**config.mk**
```make
export PLATFORM = sky130hd
export DESIGN_NAME = uart_msg_parser_n
export DESIGN_NICKNAME = d
export VERILOG_FILES = /design/src/rtl/uart_msg_pkg.sv /design/src/rtl/dec_field_acc.sv /design/src/rtl/uart_msg_parser_n.sv
export SDC_FILE = /design/constraint.sdc
export NUM_CORES = 1
export LEC_CHECK = 0
export BUFFER_PORTS_ARGS = -buffer_cell sky130_fd_sc_hd__buf_2
export CAP_MARGIN = 40
export CELL_PAD_IN_SITES_DETAIL_PLACEMENT = 1
export CELL_PAD_IN_SITES_GLOBAL_PLACEMENT = 2
export CORE_ASPECT_RATIO = 0.7
export CORE_MARGIN = 5
export CORE_UTILIZATION = 32
export DETAILED_ROUTE_END_ITERATION = 6
export HOLD_SLACK_MARGIN = 0.03
export PLACE_DENSITY = 0.71
export SYNTH_ARGS = -nofsm -noshare
export SYNTH_HDL_FRONTEND = slang
export SYNTH_SLANG_ARGS = --single-unit
```
**constraint.sdc**
```tcl
create_clock -name clk -period 3.5 [get_ports clk]
set_clock_uncertainty 0.05 [all_clocks]
set_input_delay 0 -clock clk [delete_from_list [all_inputs] [get_ports clk]]
set_output_delay 0 -clock clk [all_outputs]
set_load 0.01 [all_outputs]
```
**src/rtl/uart_msg_pkg.sv**
```systemverilog
// Shared constants, error codes, parser state encodings and sizing helpers
// for the streaming UART message parser.
package uart_msg_pkg;

    localparam logic [7:0] ASCII_LBRACE = 8'h7B;
    localparam logic [7:0] ASCII_RBRACE = 8'h7D;
    localparam logic [7:0] ASCII_COMMA  = 8'h2C;
    localparam logic [7:0] ASCII_0      = 8'h30;
    localparam logic [7:0] ASCII_9      = 8'h39;

    typedef enum logic [1:0] {
        ERR_CHAR    = 2'd0,
        ERR_RANGE   = 2'd1,
        ERR_TIMEOUT = 2'd2,
        ERR_OVF     = 2'd3
    } err_code_t;

    // Parser state encodings
    localparam logic [1:0] ST_IDLE  = 2'd0;
    localparam logic [1:0] ST_TAG   = 2'd1;
    localparam logic [1:0] ST_DIGIT = 2'd2;
    localparam logic [1:0] ST_SEP   = 2'd3;

    // Bits needed to hold values 0..n-1 (never less than 1)
    function automatic int clog2(input longint unsigned n);
        longint unsigned v;
        int r;
        v = 1;
        r = 0;
        while (v < n) begin
            v = v << 1;
            r = r + 1;
        end
        return (r == 0) ? 1 : r;
    endfunction

    function automatic longint unsigned pow10(input int n);
        longint unsigned v;
        v = 1;
        for (int unsigned i = 0; i < n; i++) v = v * 10;
        return v;
    endfunction

endpackage

```
**src/rtl/dec_field_acc.sv**
```systemverilog
// Fixed-length decimal accumulator for one message field. done_o, range_err_o
// and val_o describe the digit being presented this cycle, so the parser can
// act on the final digit without an extra cycle of latency.
module dec_field_acc
    import uart_msg_pkg::*;
#(
    parameter int DIGITS = 3,
    parameter int VAL_W  = 8
) (
    input  logic             clk,
    input  logic             reset,
    input  logic             clr_i,
    input  logic             dig_vld_i,
    input  logic [3:0]       dig_i,
    output logic             done_o,
    output logic             range_err_o,
    output logic [VAL_W-1:0] val_o
);

    localparam int ACC_W = clog2(pow10(DIGITS));
    localparam int CNT_W = clog2(longint'(DIGITS + 1));
    localparam logic [63:0] VAL_MAX = (64'd1 << VAL_W) - 64'd1;

    logic [ACC_W-1:0] acc_q, acc_d, acc_next;
    logic [CNT_W-1:0] cnt_q, cnt_d;

    assign acc_next    = ACC_W'(acc_q * ACC_W'(10)) + ACC_W'(dig_i);
    assign done_o      = dig_vld_i && (cnt_q == CNT_W'(DIGITS - 1));
    assign range_err_o = done_o && (64'(acc_next) > VAL_MAX);
    assign val_o       = VAL_W'(acc_next);

    // Next accumulator/digit count: clear at field start, fold in each digit
    always_comb begin
        acc_d = acc_q;
        cnt_d = cnt_q;
        if (clr_i) begin
            acc_d = '0;
            cnt_d = '0;
        end else if (dig_vld_i) begin
            acc_d = acc_next;
            cnt_d = cnt_q + CNT_W'(1);
        end
    end

    // Accumulator registers
    always_ff @(posedge clk) begin
        if (reset) begin
            acc_q <= '0;
            cnt_q <= '0;
        end else begin
            acc_q <= acc_d;
            cnt_q <= cnt_d;
        end
    end

endmodule

```
**src/rtl/uart_msg_parser_n.sv**
```systemverilog
// Streaming parser for framed ASCII messages "{T0ddd,T1ddd,...}" arriving one
// byte per rx_done strobe. Parsed fields are staged, then committed into a
// one-entry valid/ready holding register on the closing brace.
module uart_msg_parser_n
    import uart_msg_pkg::*;
#(
    parameter int                      NUM_FIELDS     = 3,
    parameter int                      DIGITS         = 3,
    parameter int                      VAL_W          = 8,
    parameter logic [NUM_FIELDS*8-1:0] FIELD_TAGS     = "RCV",
    parameter int                      TIMEOUT_CYCLES = 34722
) (
    input  logic                        clk,
    input  logic                        reset,
    input  logic                        rx_en,
    input  logic [7:0]                  rx_byte,
    input  logic                        rx_done,
    output logic [NUM_FIELDS*VAL_W-1:0] out_fields,
    output logic                        out_valid,
    input  logic                        out_ready,
    output logic                        err_pulse,
    output logic [1:0]                  err_code,
    output logic [15:0]                 err_count,
    output logic                        busy
);

    localparam int KW = clog2(longint'(NUM_FIELDS));
    localparam int TW = clog2(longint'(TIMEOUT_CYCLES) + 1);

    logic [1:0]                  state_q, state_d;
    logic [KW-1:0]               k_q, k_d;
    logic [TW-1:0]               timer_q, timer_d;
    logic [NUM_FIELDS*VAL_W-1:0] staging_q, staging_d;
    logic [NUM_FIELDS*VAL_W-1:0] out_fields_q;
    logic                        out_valid_q;
    logic                        err_pulse_q;
    err_code_t                   err_code_q;
    logic [15:0]                 err_count_q;

    logic             acc_clr, dig_vld, acc_done, acc_range;
    logic [VAL_W-1:0] acc_val;
    logic [7:0]       tag_cur;
    logic             is_digit, last_field, commit, ovf, fsm_err, err_any;
    err_code_t        fsm_code, err_code_d;

    dec_field_acc #(
        .DIGITS (DIGITS),
        .VAL_W  (VAL_W)
    ) u_acc (
        .clk         (clk),
        .reset       (reset),
        .clr_i       (acc_clr),
        .dig_vld_i   (dig_vld),
        .dig_i       (rx_byte[3:0]),
        .done_o      (acc_done),
        .range_err_o (acc_range),
        .val_o       (acc_val)
    );

    assign is_digit   = (rx_byte >= ASCII_0) && (rx_byte <= ASCII_9);
    assign last_field = (k_q == KW'(NUM_FIELDS - 1));

    // Tag letter expected for the current field index
    always_comb begin
        tag_cur = '0;
        for (int unsigned f = 0; f < NUM_FIELDS; f++)
            if (k_q == KW'(f)) tag_cur = FIELD_TAGS[8*(NUM_FIELDS-1-f) +: 8];
    end

    // Parser FSM, inter-byte timer and staging update
    always_comb begin
        state_d   = state_q;
        k_d       = k_q;
        timer_d   = timer_q;
        staging_d = staging_q;
        acc_clr   = 1'b0;
        dig_vld   = 1'b0;
        commit    = 1'b0;
        fsm_err   = 1'b0;
        fsm_code  = ERR_CHAR;
        if (!rx_en) begin
            state_d = ST_IDLE;
            timer_d = '0;
        end else if (rx_done) begin
            timer_d = '0;
            case (state_q)
                ST_IDLE: begin
                    if (rx_byte == ASCII_LBRACE) begin
                        state_d = ST_TAG;
                        k_d     = '0;
                    end
                end
                ST_TAG: begin
                    if (rx_byte == tag_cur) begin
                        state_d = ST_DIGIT;
                        acc_clr = 1'b1;
                    end else begin
                        fsm_err = 1'b1;
                    end
                end
                ST_DIGIT: begin
                    if (is_digit) begin
                        dig_vld = 1'b1;
                        if (acc_done) begin
                            if (acc_range) begin
                                fsm_err  = 1'b1;
                                fsm_code = ERR_RANGE;
                            end else begin
                                for (int unsigned f = 0; f < NUM_FIELDS; f++)
                                    if (k_q == KW'(f))
                                        staging_d[VAL_W*(NUM_FIELDS-1-f) +: VAL_W] = acc_val;
                                state_d = ST_SEP;
                            end
                        end
                    end else begin
                        fsm_err = 1'b1;
                    end
                end
                default: begin
                    if (last_field && rx_byte == ASCII_RBRACE) begin
                        commit  = 1'b1;
                        state_d = ST_IDLE;
                    end else if (!last_field && rx_byte == ASCII_COMMA) begin
                        state_d = ST_TAG;
                        k_d     = k_q + KW'(1);
                    end else begin
                        fsm_err = 1'b1;
                    end
                end
            endcase
        end else if (state_q != ST_IDLE) begin
            if (timer_q == TW'(TIMEOUT_CYCLES - 1)) begin
                fsm_err  = 1'b1;
                fsm_code = ERR_TIMEOUT;
            end else begin
                timer_d = timer_q + TW'(1);
            end
        end
        // An offending '{' is treated as the start of a fresh message
        if (fsm_err) begin
            staging_d = '0;
            timer_d   = '0;
            if (fsm_code == ERR_CHAR && rx_byte == ASCII_LBRACE) begin
                state_d = ST_TAG;
                k_d     = '0;
            end else begin
                state_d = ST_IDLE;
            end
        end
    end

    assign ovf        = commit && out_valid_q && !out_ready;
    assign err_any    = fsm_err || ovf;
    assign err_code_d = ovf ? ERR_OVF : fsm_code;

    // Parser state registers
    always_ff @(posedge clk) begin
        if (reset) begin
            state_q   <= ST_IDLE;
            k_q       <= '0;
            timer_q   <= '0;
            staging_q <= '0;
        end else begin
            state_q   <= state_d;
            k_q       <= k_d;
            timer_q   <= timer_d;
            staging_q <= staging_d;
        end
    end

    // One-entry holding register; a commit with a full, stalled slot is dropped
    always_ff @(posedge clk) begin
        if (reset) begin
            out_fields_q <= '0;
            out_valid_q  <= 1'b0;
        end else if (commit && !ovf) begin
            out_fields_q <= staging_q;
            out_valid_q  <= 1'b1;
        end else if (out_valid_q && out_ready) begin
            out_valid_q  <= 1'b0;
        end
    end

    // Error strobe, sticky code and saturating counter
    always_ff @(posedge clk) begin
        if (reset) begin
            err_pulse_q <= 1'b0;
            err_code_q  <= ERR_CHAR;
            err_count_q <= '0;
        end else begin
            err_pulse_q <= err_any;
            if (err_any) begin
                err_code_q <= err_code_d;
                if (err_count_q != '1) err_count_q <= err_count_q + 16'd1;
            end
        end
    end

    assign out_fields = out_fields_q;
    assign out_valid  = out_valid_q;
    assign err_pulse  = err_pulse_q;
    assign err_code   = err_code_q;
    assign err_count  = err_count_q;
    assign busy       = (state_q != ST_IDLE);

endmodule

```
==> results.py, run 1 <==
metrics = {
    "outcome": {
        "outcome": "finished, final reports clean",
    },
    "worst_hold_path": {
        "hold_class": "input pin to flop",
        "hold_end": "err_code[0]$_SDFFE_PP0P_",
        "hp-start": "rx_done",
        "hold_depth": 4,
    },
    "placed_design": {
        "dp.cells": 838,
        "placed_area_sq_um": 5820,
        "place.port_buffers": 57,
        "gp_congestion": 0.742,
        "dp_hpwl_um": 10400,
    },
    "routing": {
        "wirelength_um": 14300,
        "drcViolationCount": 0,
        "avgRoutedWirePerCell_um": 16.5,
        "ant_nets": 0,
        "drtIter0Drc": 148,
        "drt_pass1_iterations": 4,
        "vias_per_cell": 5.01,
        "vias": 4342,
    },
    "floorplanning": {
        "fp.dieArea_sq_um": 18700,
        "rows": 38,
        "ios": 58,
        "die_y_um": 116,
        "core_area_sq_um": 15600,
        "initial_utilization_pct": 32.8,
        "die_x_um": 161,
    },
    "power_and_ir_drop": {
        "peakVddDrop_mv": 0.224,
        "p_leak_nw": 2.48,
        "fin_total_pwr_mw": 2.22,
        "p_per_area_nw_per_um2": 353,
    },
    "clock_network": {
        "clkLatencyLatePin_ps": 360,
        "clock_sinks": 99,
        "cts_tree": "done",
        "cts_buffers": 9,
        "clk_pin_slew_ps": 80,
        "root_buffer": "clkbuf_16",
        "cts_buffer_depth": 2,
        "htreeDepth": 3,
    },
    "grt": {
        "grt_pass1_wl_um": 23500,
        "use_met1_pct": 20.6,
        "use_met3_pct": 3.77,
        "track_usage_pct": 15.6,
        "grt.overflow.total": 0,
        "use_met2_pct": 26.2,
        "grt_max_degree": 66,
        "antenna_found_initial": 0,
        "grt_busiest_layer": "met2",
        "grt_pass1_vias": 4601,
    },
    "synthesis": {
        "synthArstFlopShare_pct": 0,
        "ys_top_cells_by_area": "dfxtp_1 39%, ha_1 6.6%, mux2i_1 6.4%, nor2_1 5.6%, nand2_1 4.8%",
        "netlist_area_sq_um": 5140,
        "synth_edf_count": 0,
        "yosysTopAreaCell": "dfxtp_1",
        "synth_cell_types": 64,
        "synth_ff_type": "dfxtp_1",
        "synth-seq-cells": 99,
        "netlist.area_leader.share_pct": 38.6,
        "synth_cells": 585,
        "ys_seq_area_share_pct": 38.6,
        "syn_nets": 627,
        "synth_area_per_cell_sq_um": 8.78,
        "yosys_warnings": 0,
    },
    "setup_path": {
        "crit_type": "flop to flop",
        "required_ps": 3690,
        "cp-end-kind": "flop",
        "reg2reg_depth": 12,
        "crit_arrival_ps": 3640,
        "cp-start-kind": "flop",
        "timing.rr.end": "err_count[12]$_SDFFE_PP0P_",
        "reg2reg_from": "u_acc.acc_q[3]$_SDFFE_PP0P_",
        "regToRegSetupSlack_ps": 50,
        "cp_max_fo": 5,
    },
    "timing": {
        "fmax_mhz": 290,
        "slew_viol_final": 0,
        "period_minus_slack_ps": 3450,
        "slew_headroom_pct": 56.2,
        "hold_slack_ps": 124,
        "setup_viol": 0,
        "tightest_slew_ps": 649,
        "rsz0062_at_grt": "true",
        "period_share_pct": 98.6,
        "finalHoldViolCount": 0,
    },
    "layout": {
        "layout_common_cells": "97 x dfxtp_1, 77 x nor2_1, 66 x nand2_1",
        "layout-drive-gt1-share_pct": 22.0,
        "finalNonFillerCells": 867,
        "diodes": 0,
        "layout_commonest_cell": "dfxtp_1",
        "fin_nets": 704,
        "area_growth_pct": 22.5,
        "finalInstanceArea_sq_um": 6290,
        "num-fill-cells": 1824,
    },
    "run": {
        "drv_cap": 0,
    },
}
where the power goes:
group	internal [mW]	leakage [nW]	total [mW]	switching [mW]
Sequential	1.12	0.798	1.12	0.0000421
Combinational	0.0241	1.54	0.0738	0.0496
Clock	0.526	0.148	1.02	0.499
cell usage after synthesis, types with 9 or more instances:
library cell   n
nand2_1       66
nor2b_1       22
a21oi_1       46
inv_1         14
mux2i_1       33
nand3_1       17
nand4_1       13
nor2_1        77
clkbuf_1      23
dfxtp_1       99
ha_1          27
xor2_1        18
and3_1         9
cell families after synthesis:
| logic type | synth area share, % |
|---|---|
| flip-flops | 38.6 |
| AND/OR/NAND/NOR | 24.1 |
| XOR/XNOR | 4.75 |
| multiplexers | 9.72 |
| AO/OA/AOI/OAI | 12.2 |
| adder cells (fa/ha/maj) | 7.36 |
| buffers and inverters | 3.29 |
per-stage QoR:
step | setup slack [ps] | setup TNS [ps] | util (%)
floorplan | -42.8 | -216 | -
global placement | 68.1 | 0 | 37.1
detailed placement | -55.1 | -330 | 37.2
CTS | 10.9 | 0 | 39.9
global route | -123 | -3480 | 40.2
finish | 50.1 | 0 | 40.2
critical path, cell delays in order (launching register included):
cell	delay, ps
dfxtp_2	350
ha_4	240
ha_4	160
inv_2	50
fa_2	470
nor4_4	300
nor3b_4	290
a211oi_2	140
o41ai_4	450
buf_6	190
o211ai_2	130
a21oi_2	180
mux2_2	340
cell type report:
| type | instances | area [sq um] | area share (%) |
|---|---|---|---|
| repair buffers | 92 | 619 | 9.84 |
| flip-flops and latches | 99 | 1990 | 31.6 |
| clock buffers | 10 | 239 | 3.80 |
| well taps | 200 | 250 | 3.98 |
| inverters | 15 | 56.3 | 0.895 |
| multi-input cells | 445 | 3070 | 48.8 |
| clock inverters | 6 | 66.3 | 1.05 |
state kept, by name, summed over array words and instances, names as in the netlist:
register	flops
u_acc.acc_q	9
state_q	2
k_q	2
err_count	16
err_pulse	1
out_fields	24
u_acc.cnt_q	2
timer_q	16
staging_q	24
err_code	2
out_valid	1
layer usage:
layer | share of wire, % | vias to the layer above | wire length (um)
met5 | 0 | - | 0
met4 | 1.3 | 0 | 182
met3 | 3.5 | 12 | 499
met2 | 46 | 54 | 6540
met1 | 49 | 2088 | 7070
li1 | - | 2188 | -
timing repair:
| item | CTS | global route |
|---|---|---|
| gates resized for setup | 6 | 6 |
| hold buffers | 4 | 0 |
| setup endpoints to repair | 34 | 44 |
| pin swaps | 4 | 2 |
| setup buffers | 6 | 3 |
| endpoints found under the hold margin | 7 | 0 |
worst max-delay path by stage:
stage,from,endpoint,slack (ps)
6_report,u_acc.acc_q[3]$_SDFFE_PP0P_,err_count[12]$_SDFFE_PP0P_,50
5_1_grt,u_acc.acc_q[2]$_SDFFE_PP0P_,err_count[7]$_SDFFE_PP0P_,-120
4_1_cts,u_acc.acc_q[3]$_SDFFE_PP0P_,err_count[12]$_SDFFE_PP0P_,10
3_5_place_dp,u_acc.acc_q[2]$_SDFFE_PP0P_,err_count[12]$_SDFFE_PP0P_,-60
3_3_place_gp,u_acc.acc_q[1]$_SDFFE_PP0P_,err_count[12]$_SDFFE_PP0P_,70
2_1_floorplan,u_acc.acc_q[1]$_SDFFE_PP0P_,err_count[10]$_SDFFE_PP0P_,-40
(Power assumes the default switching activity.)
==> inputs of run 2 (changes only) <==
--- a/config.mk
+++ b/config.mk
@@ -5,13 +5,14 @@
 export SDC_FILE = /design/constraint.sdc
 export NUM_CORES = 1
 export LEC_CHECK = 0
-export BUFFER_PORTS_ARGS = -buffer_cell sky130_fd_sc_hd__buf_2
+export ABC_AREA = 1
+export BUFFER_PORTS_ARGS = -buffer_cell sky130_fd_sc_hd__buf_4
 export CAP_MARGIN = 40
 export CELL_PAD_IN_SITES_DETAIL_PLACEMENT = 1
 export CELL_PAD_IN_SITES_GLOBAL_PLACEMENT = 2
 export CORE_ASPECT_RATIO = 0.7
 export CORE_MARGIN = 5
-export CORE_UTILIZATION = 32
+export CORE_UTILIZATION = 30
 export DETAILED_ROUTE_END_ITERATION = 6
 export HOLD_SLACK_MARGIN = 0.03
 export PLACE_DENSITY = 0.71
==> results.py, run 2 <==
metrics = {
    "routing": {
        "avgRoutedWirePerCell_um": 15.3,
        "vias_per_cell": 4.73,
        "drtIter0Drc": 145,
        "wirelength_um": 15500,
        "drcViolationCount": 0,
        "vias": 4811,
        "ant_nets": 0,
        "drt_pass1_iterations": 4,
    },
    "grt": {
        "track_usage_pct": 14.9,
        "grt.overflow.total": 0,
        "grt_pass1_vias": 4798,
        "use_met2_pct": 22.1,
        "use_met1_pct": 22.0,
        "use_met3_pct": 2.51,
        "grt_pass1_wl_um": 24600,
        "antenna_found_initial": 0,
        "grt_busiest_layer": "met2",
        "grt_max_degree": 25,
    },
    "layout": {
        "layout_commonest_cell": "nor2_1",
        "area_growth_pct": 20.0,
        "layout_common_cells": "132 x nor2_1, 118 x nand2_1, 98 x dfxtp_1",
        "fin_util_pct": 36.7,
        "diodes": 0,
        "fin_nets": 823,
        "finalNonFillerCells": 1017,
        "layout-drive-gt1-share_pct": 16.7,
    },
    "setup_path": {
        "regToRegSetupSlack_ps": 240,
        "slowest_delay_ps": 460,
        "critPathSlowestCell": "fa_1",
        "cp_max_fo": 10,
        "required_ps": 3690,
        "crit_arrival_ps": 3450,
        "cp-end-kind": "flop",
        "cp-start-kind": "flop",
        "path_cells": "ha_1, ha_2, inv_1, fa_1, inv_1, nand3_2, nor2_4, nand2_1, nor2_1, nand2_1, nand2_1, nand2_2, nand2_4, nand2_2, nand2_1, nand2_1, nand2_2, nand2_4, nand2_8, nand2_8, buf_12, nand3_1, a21oi_1",
        "crit_type": "flop to flop",
        "cpMostUsedCell": "nand2_1",
    },
    "synthesis": {
        "synth_edf_count": 0,
        "yosys_warnings": 0,
        "netlist_area_sq_um": 5270,
        "yosysTopAreaCell": "dfxtp_1",
        "netlist.area_leader.share_pct": 37.6,
        "synth-seq-cells": 99,
        "yosys.cell_count.top_type": "nor2_1",
        "synth_area_per_cell_sq_um": 7.30,
        "synth_common_cells": "133 x nor2_1, 119 x nand2_1, 99 x dfxtp_1, 69 x inv_1, 52 x a21oi_1",
        "ys_seq_area_share_pct": 37.6,
        "ys_top_cells_by_area": "dfxtp_1 38%, nor2_1 9.5%, nand2_1 8.5%, ha_1 6.4%, a21oi_1 4.9%",
        "synthArstFlopShare_pct": 0,
        "synth_cells": 722,
        "syn_nets": 764,
        "synth_cell_types": 38,
        "synth_ff_type": "dfxtp_1",
    },
    "timing": {
        "period_share_pct": 93.2,
        "slew_headroom_pct": 38.1,
        "fmax_mhz": 306,
        "hold_slack_ps": 111,
        "tightest_slew_ps": 929,
        "period_minus_slack_ps": 3260,
        "setup_viol": 0,
        "fin_setup_tns_ps": 0,
        "fin_ws_ps": 236,
        "rsz0062_at_grt": "false",
        "slew_viol_final": 0,
        "finalHoldViolCount": 0,
    },
    "power_and_ir_drop": {
        "switchingPower_uw": 566,
        "p_leak_nw": 2.52,
        "swShare_pct": 25.4,
        "p_clk_share_pct": 43.4,
        "peakVddDrop_mv": 0.183,
        "internal_power_mw": 1.66,
        "combinationalPowerShare_pct": 5.8,
        "p_per_area_nw_per_um2": 352,
        "p_seq_share_pct": 50.8,
    },
    "clock_network": {
        "cts_buffers": 9,
        "htreeDepth": 3,
        "clock_sinks": 99,
        "cts_tree": "done",
        "cts_buffer_depth": 2,
        "clk_pin_slew_ps": 80,
        "clkLatencyLatePin_ps": 360,
        "root_buffer": "clkbuf_16",
    },
    "placed_design": {
        "dp.cells": 992,
        "pre_cts_ws_ps": 11.7,
        "place.port_buffers": 57,
        "dp_hpwl_um": 11600,
        "gp_congestion": 0.833,
    },
    "floorplanning": {
        "die_y_um": 121,
        "rows": 40,
        "die_x_um": 168,
        "initial_utilization_pct": 30.6,
        "fp.dieArea_sq_um": 20400,
        "core_area_sq_um": 17200,
        "ios": 58,
    },
    "run": {
        "drv_cap": 0,
    },
    "outcome": {
        "outcome": "finished, final reports clean",
    },
    "worst_hold_path": {
        "hold_class": "input pin to flop",
    },
}
==> run 2: path summary, 6_finish.rpt <==
check                                to                   startpoint  depth (start not counted)
max           err_count[2]$_SDFFE_PP0P_  u_acc.acc_q[1]$_SDFFE_PP0P_                         23
min            timer_q[11]$_SDFFE_PP0P_                      rx_done                          4
max reg2reg   err_count[2]$_SDFFE_PP0P_  u_acc.acc_q[1]$_SDFFE_PP0P_                         23
min reg2reg  staging_q[17]$_SDFFE_PP0P_   staging_q[17]$_SDFFE_PP0P_                          2
==> run 2: power by group through the flow <==
stage	Combinational, mW	Sequential [mW]	Clock, mW
after floorplan	0.0721	1.16	0
after global placement	0.112	1.16	0
after detailed placement	0.117	1.16	0
after CTS	0.121	1.13	1.00
after global routing	0.142	1.13	1.04
final	0.129	1.13	0.964
==> run 2: what timing repair did <==
action / in CTS / in global routing
endpoints found under the setup margin: 1 / 56
pin swaps: 0 / 9
gates resized for setup: 1 / 9
buffers inserted: 0 / 2
hold buffers: 3 / 0
gates cloned: 0 / 4
endpoints found under the hold margin: 21 / 0
==> run 2: critical path: cells and delay by family (launching register included) <==
family	cells	cell delay, ps
AO/OA/AOI/OAI	1	80
adder cells (fa/ha/maj)	3	960
buffers and inverters	3	350
flip-flops	1	350
AND/OR/NAND/NOR	16	1370
==> run 2: metal layers <==
layer  up-vias  wire length (um)
li1       2468                 -
met3        14               471
met4         0               193
met5         -                 0
met2        52              6410
met1      2277              8450
==> run 2: through the flow <==
| step | instance area, sq um | power [mW] |
|---|---|---|
| final | 6320 | 2.22 |
| after global placement | 5890 | 1.27 |
| after CTS | 6210 | 2.25 |
| after global routing | 6320 | 2.31 |
| after floorplan | 5270 | 1.23 |
| after detailed placement | 5900 | 1.27 |
==> run 2: cells by family (layout without fill, tap and decap cells) <==
logic type | count (synthesis) | count (layout) | synth area share (%)
simple gates | 363 | 367 | 31.4
fa+ha+maj | 29 | 29 | 7.17
xor+xnor | 28 | 28 | 4.65
compound gates | 113 | 113 | 12.1
flops | 99 | 99 | 37.6
buf+inv | 90 | 150 | 7.07
==> run 2: layout make-up <==
type                            instances  area, sq um
Fill cell                            2192        10900
Timing Repair Buffer                   64          508
Clock buffer                           10          229
Clock inverter                          6         46.3
Multi-Input combinational cell        537         3010
Sequential cell                        99         1980
Tap cell                              231          289
Inverter                               70          263
==> inputs of run 3 (changes only) <==
--- a/config.mk
+++ b/config.mk
@@ -12,10 +12,10 @@
 export CELL_PAD_IN_SITES_GLOBAL_PLACEMENT = 2
 export CORE_ASPECT_RATIO = 0.7
 export CORE_MARGIN = 5
-export CORE_UTILIZATION = 30
+export CORE_UTILIZATION = 34
 export DETAILED_ROUTE_END_ITERATION = 6
 export HOLD_SLACK_MARGIN = 0.03
-export PLACE_DENSITY = 0.71
+export PLACE_DENSITY = 0.76
 export SYNTH_ARGS = -nofsm -noshare
 export SYNTH_HDL_FRONTEND = slang
 export SYNTH_SLANG_ARGS = --single-unit
==> constraint.sdc (replaced) <==
create_clock -name clk -period 3.2 [get_ports clk]
set_clock_uncertainty 0.05 [all_clocks]
set_input_delay 0 -clock clk [delete_from_list [all_inputs] [get_ports clk]]
set_output_delay 0 -clock clk [all_outputs]
set_load 0.01 [all_outputs]
==> results.py, run 3 (synthesis gave the netlist of run 2 again) <==
metrics = {
    "outcome": {
        "outcome": "finished, final reports clean",
    },
    "grt": {
        "track_usage_pct": 16.7,
        "grt_pass1_wl_um": 25200,
        "grt_max_degree": 26,
        "grt_pass1_vias": 5056,
        "grt.overflow.total": 0,
        "antenna_found_initial": 0,
    },
    "clock_network": {
        "cts_buffer_depth": 2,
        "cts_tree": "done",
        "clk_pin_slew_ps": 70,
        "htreeDepth": 3,
        "clock_sinks": 99,
        "root_buffer": "clkbuf_16",
        "cts_buffers": 9,
        "clkLatencyLatePin_ps": 350,
    },
    "setup_path": {
        "reg2reg_from": "u_acc.acc_q[1]$_SDFFE_PP0P_",
        "regToRegSetupSlack_ps": 100,
        "slowest_delay_ps": 470,
        "crit_arrival_ps": 3280,
        "critPathSlowestCell": "fa_1",
        "cp-start-kind": "flop",
        "endpoint": "err_count[12]$_SDFFE_PP0P_",
        "cp_max_fo": 8,
        "cp-startpoint": "u_acc.acc_q[1]$_SDFFE_PP0P_",
        "cp_top_family": "simple AND/OR/NAND/NOR gates",
        "crit_type": "flop to flop",
        "path_buf_inv": 3,
        "crit_cells": 23,
        "required_ps": 3370,
        "path_cells": "ha_4, ha_4, inv_2, fa_1, inv_1, nand3_2, nor2_4, buf_6, nand3_1, nand2_1, nand2_1, nand2_2, nand2_4, nand2_2, nand2_1, nand2_1, nand2_2, nand2_4, nand2_8, nand2_8, nand2_8, nand2_4, a21oi_2",
        "cp-end-kind": "flop",
        "reg2reg_depth": 23,
        "timing.rr.end": "err_count[12]$_SDFFE_PP0P_",
        "cpMostUsedCell": "nand2_1",
    },
    "routing": {
        "avgRoutedWirePerCell_um": 15.4,
        "drt_pass1_iterations": 4,
        "wirelength_um": 15300,
        "vias_per_cell": 4.93,
        "drtIter0Drc": 200,
        "drcViolationCount": 0,
        "vias": 4905,
        "ant_nets": 0,
    },
    "floorplanning": {
        "die_x_um": 159,
        "ios": 58,
        "core_area_sq_um": 15400,
        "die_y_um": 114,
        "rows": 38,
        "initial_utilization_pct": 34.3,
        "fp.dieArea_sq_um": 18100,
    },
    "timing": {
        "fin_ws_ps": 95.2,
        "hold_slack_ps": 62.6,
        "fmax_mhz": 322,
        "slew_viol_final": 0,
        "finalHoldViolCount": 0,
        "period_minus_slack_ps": 3100,
        "period_share_pct": 97.0,
        "slew_headroom_pct": 37.8,
        "rsz0062_at_grt": "true",
        "setup_viol": 0,
        "tightest_slew_ps": 933,
    },
    "placed_design": {
        "dp_hpwl_um": 11400,
        "gp_congestion": 0.867,
        "place.port_buffers": 57,
        "pre_cts_ws_ps": -67.5,
        "placed_area_sq_um": 5920,
    },
    "power_and_ir_drop": {
        "peakVddDrop_mv": 0.332,
        "p_leak_nw": 2.60,
        "p_per_area_nw_per_um2": 377,
        "fin_total_pwr_mw": 2.44,
    },
    "layout": {
        "finalInstanceArea_sq_um": 6470,
        "num-fill-cells": 1943,
        "fin_nets": 831,
        "area_growth_pct": 22.8,
        "multiInputGateArea_sq_um": 3110,
        "layout_commonest_cell": "nor2_1",
        "layout_common_cells": "132 x nor2_1, 109 x nand2_1, 95 x dfxtp_1",
        "ff_latch_area_sq_um": 1990,
        "fin_util_pct": 42.1,
        "diodes": 0,
        "layout-drive-gt1-share_pct": 20.5,
    },
    "run": {
        "drv_cap": 0,
    },
    "worst_hold_path": {
        "hold_class": "input pin to flop",
    },
}
[run 3: changes by cell type in the layout (fill, tap and decap cells not counted), moves of 3 or more]
cell / before / now
ha_4: 0 / 3
nand2_1: 118 / 109
nand2_4: 5 / 13
buf_4: 59 / 66
a21oi_2: 13 / 19
ha_1: 26 / 22
dfxtp_1: 98 / 95
a21oi_1: 52 / 46
[run 3: how the worst min path moves through the flow]
| stage | to | from | cells after the start |
|---|---|---|---|
| after floorplan | err_pulse$_SDFF_PP0_ | rx_en | 2 |
| after global placement | err_count[7]$_SDFFE_PP0P_ | reset | 2 |
| after detailed placement | err_count[7]$_SDFFE_PP0P_ | reset | 2 |
| after CTS | state_q[0]$_SDFFE_PP0P_ | rx_en | 5 |
| after global routing | k_q[0]$_SDFF_PP0_ | rx_done | 5 |
| final | k_q[0]$_SDFF_PP0_ | rx_done | 5 |
[run 3: cell type report]
class / count / area share (%)
inverter: 70 / 4.06
tap: 200 / 3.87
sequential: 99 / 30.7
clock inverter: 7 / 0.909
multi-input combinational: 537 / 48.0
clock buffer: 9 / 3.48
timing repair buffer: 72 / 8.91
[run 3: tightest hold or removal path, stage by stage]
cell and delay (ps):
buf_4 120, nand2_1 90, o21ai_0 80, o21ai_0 70
nor2_1 50
[run 3: routing by layer]
layer / routed length, um / global-route usage [%] / part of all wire [%]
met1: 8000 / 23.8 / 52
met2: 6540 / 26.0 / 43
met3: 580 / 3.20 / 3.8
met4: 167 / 4.18 / 1.1
met5: 0 / 0 / 0
[run 3: through the flow]
stage	instances	TNS, ps
final	994	0
after global routing	994	-2520
after CTS	988	-149
after detailed placement	967	-648
after global placement	967	0
after floorplan	722	0
[run 3: power by group]
| group | internal (mW) | total, mW | leakage, nW | switching [mW] |
|---|---|---|---|---|
| logic | 0.0480 | 0.141 | 1.67 | 0.0932 |
| registers | 1.23 | 1.24 | 0.800 | 0.00344 |
| clock network | 0.540 | 1.06 | 0.132 | 0.522 |
| total | 1.82 | 2.44 | 2.60 | 0.619 |
[run 3: timing repair]
| action | in CTS | in global routing |
|---|---|---|
| pin swaps | 1 | 14 |
| buffers inserted | 0 | 4 |
| gates resized for setup | 1 | 39 |
| gates cloned | 3 | 1 |
| endpoints found under the setup margin | 15 | 61 |
| hold buffers | 2 | 1 |
| endpoints found under the hold margin | 20 | 3 |
